--- src/rtl/jpeg_idct_pingpong_ram.sv ---
// Ping-pong block store between IDCT stages; define JPEG_IDCT_RAM_TRANSPOSE_EN to read with row/col swapped address.
// Read latency 1 cycle; writes stall via wr_ready_o while both banks are committed, reads wait on rd_valid_o.
module jpeg_idct_pingpong_ram #(
  parameter int DATA_W = 16,
  parameter int ADDR_W = 6
) (
  input  logic              clk_i,
  input  logic              rst_i,
  input  logic              wr_i,
  input  logic [ADDR_W-1:0] wr_addr_i,
  input  logic [DATA_W-1:0] wr_data_i,
  input  logic              wr_last_i,
  output logic              wr_ready_o,
  output logic              rd_valid_o,
  input  logic              rd_i,
  input  logic [ADDR_W-1:0] rd_addr_i,
  input  logic              rd_last_i,
  output logic [DATA_W-1:0] rd_data_o,
  output logic              rd_data_valid_o,
  output logic [1:0]        level_o
);

  localparam int DEPTH = 1 << ADDR_W;

  logic [DATA_W-1:0] mem [0:2*DEPTH-1];

  logic              wr_bank_q, wr_bank_d;
  logic              rd_bank_q, rd_bank_d;
  logic [1:0]        full_q, full_d;
  logic [DATA_W-1:0] rd_data_q, rd_data_d;
  logic              rd_data_valid_q, rd_data_valid_d;
  logic [ADDR_W-1:0] rd_addr_eff;
  logic              wr_acc, rd_acc;

`ifdef JPEG_IDCT_RAM_TRANSPOSE_EN
  if (ADDR_W % 2 != 0) begin : g_addr_w_odd
    $error("jpeg_idct_pingpong_ram: ADDR_W must be even for transposed reads");
  end
  assign rd_addr_eff = {rd_addr_i[ADDR_W/2-1:0], rd_addr_i[ADDR_W-1:ADDR_W/2]};
`else
  assign rd_addr_eff = rd_addr_i;
`endif

  assign wr_ready_o      = ~full_q[wr_bank_q];
  assign rd_valid_o      = full_q[rd_bank_q];
  assign level_o         = {1'b0, full_q[0]} + {1'b0, full_q[1]};
  assign rd_data_o       = rd_data_q;
  assign rd_data_valid_o = rd_data_valid_q;

  assign wr_acc = wr_i & wr_ready_o;
  assign rd_acc = rd_i & rd_valid_o;

  // Commit and release always target different banks, so both may apply in one cycle.
  always_comb begin
    full_d          = full_q;
    wr_bank_d       = wr_bank_q;
    rd_bank_d       = rd_bank_q;
    rd_data_d       = rd_data_q;
    rd_data_valid_d = rd_acc;
    if (wr_acc && wr_last_i) begin
      full_d[wr_bank_q] = 1'b1;
      wr_bank_d         = ~wr_bank_q;
    end
    if (rd_acc) begin
      rd_data_d = mem[{rd_bank_q, rd_addr_eff}];
      if (rd_last_i) begin
        full_d[rd_bank_q] = 1'b0;
        rd_bank_d         = ~rd_bank_q;
      end
    end
  end

  always_ff @(posedge clk_i or posedge rst_i) begin
    if (rst_i) begin
      wr_bank_q       <= 1'b0;
      rd_bank_q       <= 1'b0;
      full_q          <= 2'b00;
      rd_data_q       <= '0;
      rd_data_valid_q <= 1'b0;
    end else begin
      wr_bank_q       <= wr_bank_d;
      rd_bank_q       <= rd_bank_d;
      full_q          <= full_d;
      rd_data_q       <= rd_data_d;
      rd_data_valid_q <= rd_data_valid_d;
    end
  end

  always_ff @(posedge clk_i) begin
    if (wr_acc) begin
      mem[{wr_bank_q, wr_addr_i}] <= wr_data_i;
    end
  end

endmodule

--- config.mk ---
export PLATFORM = sky130hd
export DESIGN_NAME = jpeg_idct_pingpong_ram
export DESIGN_NICKNAME = d
export VERILOG_FILES = /design/src/rtl/jpeg_idct_pingpong_ram.sv
export SDC_FILE = /design/constraint.sdc
export NUM_CORES = 2
export LEC_CHECK = 0
export BUFFER_PORTS_ARGS = -buffer_cell sky130_fd_sc_hd__buf_2
export CAP_MARGIN = 20
export CELL_PAD_IN_SITES_DETAIL_PLACEMENT = 1
export CELL_PAD_IN_SITES_GLOBAL_PLACEMENT = 2
export CORE_MARGIN = 2
export CORE_UTILIZATION = 45
export DETAILED_ROUTE_END_ITERATION = 6
export PLACE_DENSITY = 0.77
export SLEW_MARGIN = 20
export SYNTH_ARGS = -nofsm -noshare
export SYNTH_HDL_FRONTEND = slang
export SYNTH_SLANG_ARGS = --single-unit
--- constraint.sdc ---
create_clock -name clk_i -period 3.2 [get_ports clk_i]
set_input_delay 0.32 -clock clk_i [delete_from_list [all_inputs] [get_ports clk_i]]
set_output_delay 0.32 -clock clk_i [all_outputs]
set_load 0.03 [all_outputs]
Word-level counts from Yosys, hierarchy flattened

Memory sizes are Yosys's and may differ from the RTL's. A register that Yosys moved wholly into a read port is not among the register bits.
Index checks and enable logic that the tools add are counted.

$add $sub $neg: 1
$mul: 0
Divide/modulo/power cells: 0
$lt $le $gt $ge: 4
Eq/ne operators: 0
Shifts and indexed selects: 0
Multiplexer cells: 13
Bitwise logic cells: 8
Reduce and logical (&&, ||, !) cells: 4

Operators with widths:

| operator                                                              | count |
|---|---|
| 1-bit 2-to-1 mux                                                      | 8 |
| 2-bit 2-to-1 mux                                                      | 3 |
| 1-bit by 2-bit < comparator with 1-bit output (second input constant) | 2 |
| 1-bit logical AND                                                     | 3 |
| 1-bit NOT                                                             | 3 |
| 1-bit by 1-bit adder with 2-bit output                                | 1 |
| 1-bit bitwise AND                                                     | 2 |
| 2-bit bitwise AND                                                     | 1 |
| 1-bit demux with 1-bit select                                         | 2 |
| 1-bit greater-or-equal comparator (second input constant)             | 2 |
| 2-bit NOT                                                             | 1 |
| 2-bit OR                                                              | 1 |
| 2-bit AND reduction                                                   | 1 |

Bits in registers: 5
Latch bits: 0
Memory bits (writable): 2,048
Bits in read-only memories: 0
Bits of input ports: 34
Output and inout bits: 21
Word-level logic and storage cells: 35
Memories: 1

Memory list:

| memory | words | width | read ports | clocked after memory_dff | write ports | RTL line | RTL |
|---|---|---|---|---|---|---|---|
| mem    | 128   | 16    | 1          | 1                        | 1           | 25       | `logic [DATA_W-1:0] mem [0:2*DEPTH-1];` |

Depth between registers and ports, before layout

Depth in word-level cells: 9
Gate-level depth with buffers: 11

Worst setup path after synthesis

OpenSTA, ideal clock, no wires.

Path type: reg-to-reg
Start: reg full_q[1]
End: mem mem[92][0] (enable)
Setup time: 389 ps
Arrival: 2,509 ps
Setup slack: 303 ps
Cell stages (with the launch flop): 7
Buffers on the path: 1
Period minus slack after synthesis: 2,897 ps
Cell sequence: dfrtp_1 -> mux2i_1 -> nand2_1 -> nor2_1 -> nand3b_1 -> clkbuf_1 -> nor2_1

Word-level cells in the longest chain between the ends: 6

Ends and longest elaborated chain:

| item                                                | RTL line | RTL |
|---|---|---|
| from (decl)                                         | 29       | `logic [1:0] full_q, full_d;` |
| from (signal assigned)                              | 83       | `full_q <= full_d;` |
| 1-bit 2-to-1 mux (implied by the code) (2 in a row) | 44       | `assign wr_ready_o = ~full_q[wr_bank_q];` |
| 1-bit NOT                                           | 44       |  |
| net wr_ready_o                                      | 13       | `output logic wr_ready_o,` |
| 1-bit bitwise AND                                   | 50       | `assign wr_acc = wr_i & wr_ready_o;` |
| 1-bit 2-to-1 mux                                    | 90       | `if (wr_acc) begin` |
| 1-bit 2-to-1 mux (implied by the code)              | 91       | `mem[{wr_bank_q, wr_addr_i}] <= wr_data_i;` |
| to (decl)                                           | 25       |  |

The timed path passes the listed nets, and every way through them passes these cells. The select of a mux whose other input is x is not followed.

Final worst setup path

Start: reg rd_bank_q
End: reg rd_data_q[5] (netlist: rd_data_o[5]) (read register of mem)

Word-level cells in the longest chain between the ends: 3

Ends and longest elaborated chain:

| item                                                | RTL line | RTL |
|---|---|---|
| from (decl)                                         | 28       | `logic rd_bank_q, rd_bank_d;` |
| from (signal assigned)                              | 82       | `rd_bank_q <= rd_bank_d;` |
| 1-bit 2-to-1 mux (implied by the code) (2 in a row) | 45       | `assign rd_valid_o = full_q[rd_bank_q];` |
| 1-bit bitwise AND                                   | 51       | `assign rd_acc = rd_i & rd_valid_o;` |
| net rd_acc                                          | 33       | `logic wr_acc, rd_acc;` |
| to (decl)                                           | 30       | `logic [DATA_W-1:0] rd_data_q, rd_data_d;` |

The timed path passes the listed nets, and every way through them passes these cells. The select of a mux whose other input is x is not followed.
A chain may end at the register's enable or synchronous reset.

==> results.ini <==
[run_status]
outcome = finished clean

[setup_path]
worstReg2RegStart = rd_bank_q
worstPathArrival_ns = 3.86
worstPathRequired_ns = 3.91
startpoint = rd_bank_q
cp_slowest_cell = a31oi_1
path_delay_family = compound AO/OA/AOI/OAI gates
max_stage_delay_ns = 0.75
crit_buf_inv = 1
worstPathMaxFanout = 8
end_kind = register
worstPathCellList = mux2_2, nand2_1, clkinvlp_4, a31oi_1, o311ai_1
critical_path_class = register to register
critPathLaunchType = register

[drt]
drt-vias-per-instance = 6.14
drt_wl_total_um = 238000
wire_per_inst_um = 34.6
drtIter0Drc = 5517
ant_nets = 0
num_vias = 42204
drtPass1Iterations = 5
drc = 0

[floorplan]
start_util = 0.452
ios = 55
die_x_um = 427
core_area_um2 = 178000
die_area_um2 = 183000
die_y_um = 427
num_rows = 155

[pwr]
total_power_mw = 59.5
peakVddDrop_v = 0.000577
power_density_nw_per_um2 = 637
p_leak_nw = 30.4

[synth]
avgSynthCellArea_um2 = 21.2
synth_fa_ha_area_frac = 0.000155
synth_edf_count = 2048
synth_top_family_by_area = multiplexers
synth-seq-area-share = 0.770
synthArstFlopShare = 0.0101
postSynthCellCount = 3802
synth_cell_types = 73
synth-xor-area-share = 0
yosys.area_share.simple = 0.0222
muxShareOfSynthArea = 0.153
synth_seq_cells = 2069
syn_nets = 3837
synth_ff_type = edfxtp_1
synth-compound-area-share = 0.0352
netlist_area_um2 = 80600
yosys_warnings = 0

[sta]
fin_ws_ns = 0.0565
rsz0062_at_grt = no
period_needed_ns = 3.14
finalSetupTns_ns = 0
drv_slew = 0
hold_viol = 0
maxSlewHeadroom = 0.262
worst_slew_pin_slew_ns = 1.11
min_period_over_period = 0.982
fin_skew_ns = 0.0439
fmax_mhz = 318
setup_viol = 0

[clock_network]
numCtsBuffers = 206
cts_sinks = 2069
cts_buffer_depth = 3
clk_latency_ns = 0.88
cts-root-buf = clkbuf_16
cts_tree = yes
clkSlewWorstSetupHoldPaths_ns = 0.06
htree_levels = 4

[grt]
grt_max_degree = 129
grt_pass1_wl_um = 336000
grt_use_total = 0.263
antenna_found_initial = 13
grt_pass1_vias = 43117
overflow = 0

[cells_and_area]
drive_above_1_share = 0.285
regArea_um2 = 62000
nFillCells = 15589
fin_nets = 4371
fin_util = 0.524
multi_input_area_um2 = 17000
syn2layout_area_growth_pct = 15.9

[placed_design]
portBuffers = 54
pre_cts_ws_ns = -0.234
gp_congestion = 0.901
dp_hpwl_um = 153000

[min_path]
worstHoldPathType = primary input to register
hp-start = wr_data_i[5]

[flow_run]
maxCapViolCount = 0

-- cells in the mapped netlist, types with 13 or more instances --
| library cell | number | area, µm² |
|---|---|---|
| o22ai_1 | 50 | 313 |
| a221oi_1 | 29 | 254 |
| a21oi_1 | 63 | 315 |
| buf_8 | 15 | 225 |
| nand3_1 | 30 | 150 |
| o221ai_1 | 35 | 307 |
| a31oi_1 | 13 | 81.3 |
| clkbuf_1 | 43 | 161 |
| nand2_1 | 101 | 379 |
| dfrtp_1 | 21 | 526 |
| edfxtp_1 | 2048 | 61500 |
| mux2_2 | 63 | 709 |
| nor2_1 | 191 | 717 |
| buf_6 | 47 | 529 |
| buf_2 | 40 | 200 |
| o21ai_0 | 37 | 185 |
| a211oi_1 | 41 | 308 |
| nor2b_1 | 27 | 169 |
| mux2i_1 | 248 | 2480 |
| a22oi_1 | 37 | 278 |
| o211ai_1 | 13 | 97.6 |
| mux4_2 | 395 | 8900 |
| buf_4 | 48 | 360 |
| and2_1 | 15 | 93.8 |
-- worst paths after layout --
kind / end / slack [ns] / cells after the start
worst max register to register: rd_data_o[5] / 0.06 / 5
max in group asynchronous: rd_data_o[2] / 2.75 / 4
worst min register to register: rd_bank_q / 0.67 / 1
worst min-delay path: mem[117][5] / 0.04 / 1
min in group asynchronous: rd_data_valid_o / 0.07 / 4
worst max-delay path: rd_data_o[5] / 0.06 / 5
-- worst reg2reg max path, delay by kind of cell, from the launching register on --
kind | cells | cell delay, ns
AOI/OAI and AO/OA | 2 | 0.95
buffers and inverters | 1 | 0.51
DFF | 1 | 0.55
and+or+nand+nor | 1 | 0.54
muxes | 1 | 0.45
-- cells by family (layout without fill, tap and decap cells) --
group / after synthesis / after routing
AOI/OAI and AO/OA: 397 / 397
adders and majority gates: 1 / 1
buffers and inverters: 213 / 926
DFF: 2069 / 2069
muxes: 715 / 715
other: 0 / 3
and+or+nand+nor: 407 / 407
-- placed cells by master, fill, tap and decap left out, types with 15 or more instances in the layout --
cell type,synthesis,layout
o22ai_1,50,50
o221ai_1,35,35
mux2i_1,248,248
mux4_2,395,395
edfxtp_1,2048,2048
buf_2,40,34
a211oi_1,41,41
a22oi_1,37,37
mux2_2,63,63
clkbuf_16,0,206
clkinv_2,0,33
clkinv_1,1,54
buf_4,48,419
nand2_1,101,101
dlygate4sd3_1,0,16
bufinv_16,0,18
dfrtp_1,21,21
and2_1,15,15
nand3_1,30,30
nor2_1,191,187
a221oi_1,29,29
o21ai_0,37,37
nor2b_1,27,24
clkbuf_1,43,46
buf_12,3,59
a21oi_1,63,63
-- what timing repair did --
item	in CTS	in global routing
gates resized for setup	0	2
hold buffers	16	0
hold endpoints to repair	172	0
setup endpoints to repair	0	2
setup buffers	0	0
-- layout make-up --
class                   instances  share of cell area
well taps                    2355              0.0315
diodes                          3           0.0000804
multi-input cells            1520               0.182
clock buffers                 260              0.0582
clock inverters               127              0.0134
flip-flops and latches       2069               0.664
inverters                       6            0.000308
repair buffers                533              0.0505
-- power breakdown --
| group | internal [mW] | switching [mW] |
|---|---|---|
| registers | 30.0 | 0.374 |
| clock network | 13.5 | 10.5 |
| logic | 1.70 | 3.40 |
-- routing by layer --
layer / vias up / wire [µm] / GRT usage
met3: 374 / 20000 / 0.0464
met5: - / 44 / 0
li1: 17025 / - / -
met2: 2049 / 116000 / 0.424
met4: 6 / 9190 / 0.0957
met1: 22750 / 92400 / 0.360
-- flip-flops by register name, indices dropped and copies added (netlist names) --
register         flops
rd_bank_q            1
full_q               2
mem               2048
wr_bank_q            1
rd_data_o           16
rd_data_valid_o      1
-- through the flow --
| step | cell area [µm²] | cells | hold WS [ns] |
|---|---|---|---|
| 4_1_cts | 93400 | 6869 | 0.0127 |
| 3_3_place_gp | 86500 | 6466 | 0.408 |
| 2_1_floorplan | 80600 | 3802 | 0.297 |
| 3_5_place_dp | 86500 | 6466 | 0.415 |
| 6_report | 93400 | 6873 | 0.0358 |
| 5_1_grt | 93400 | 6871 | 0.0359 |
(Power assumes the default switching activity.)
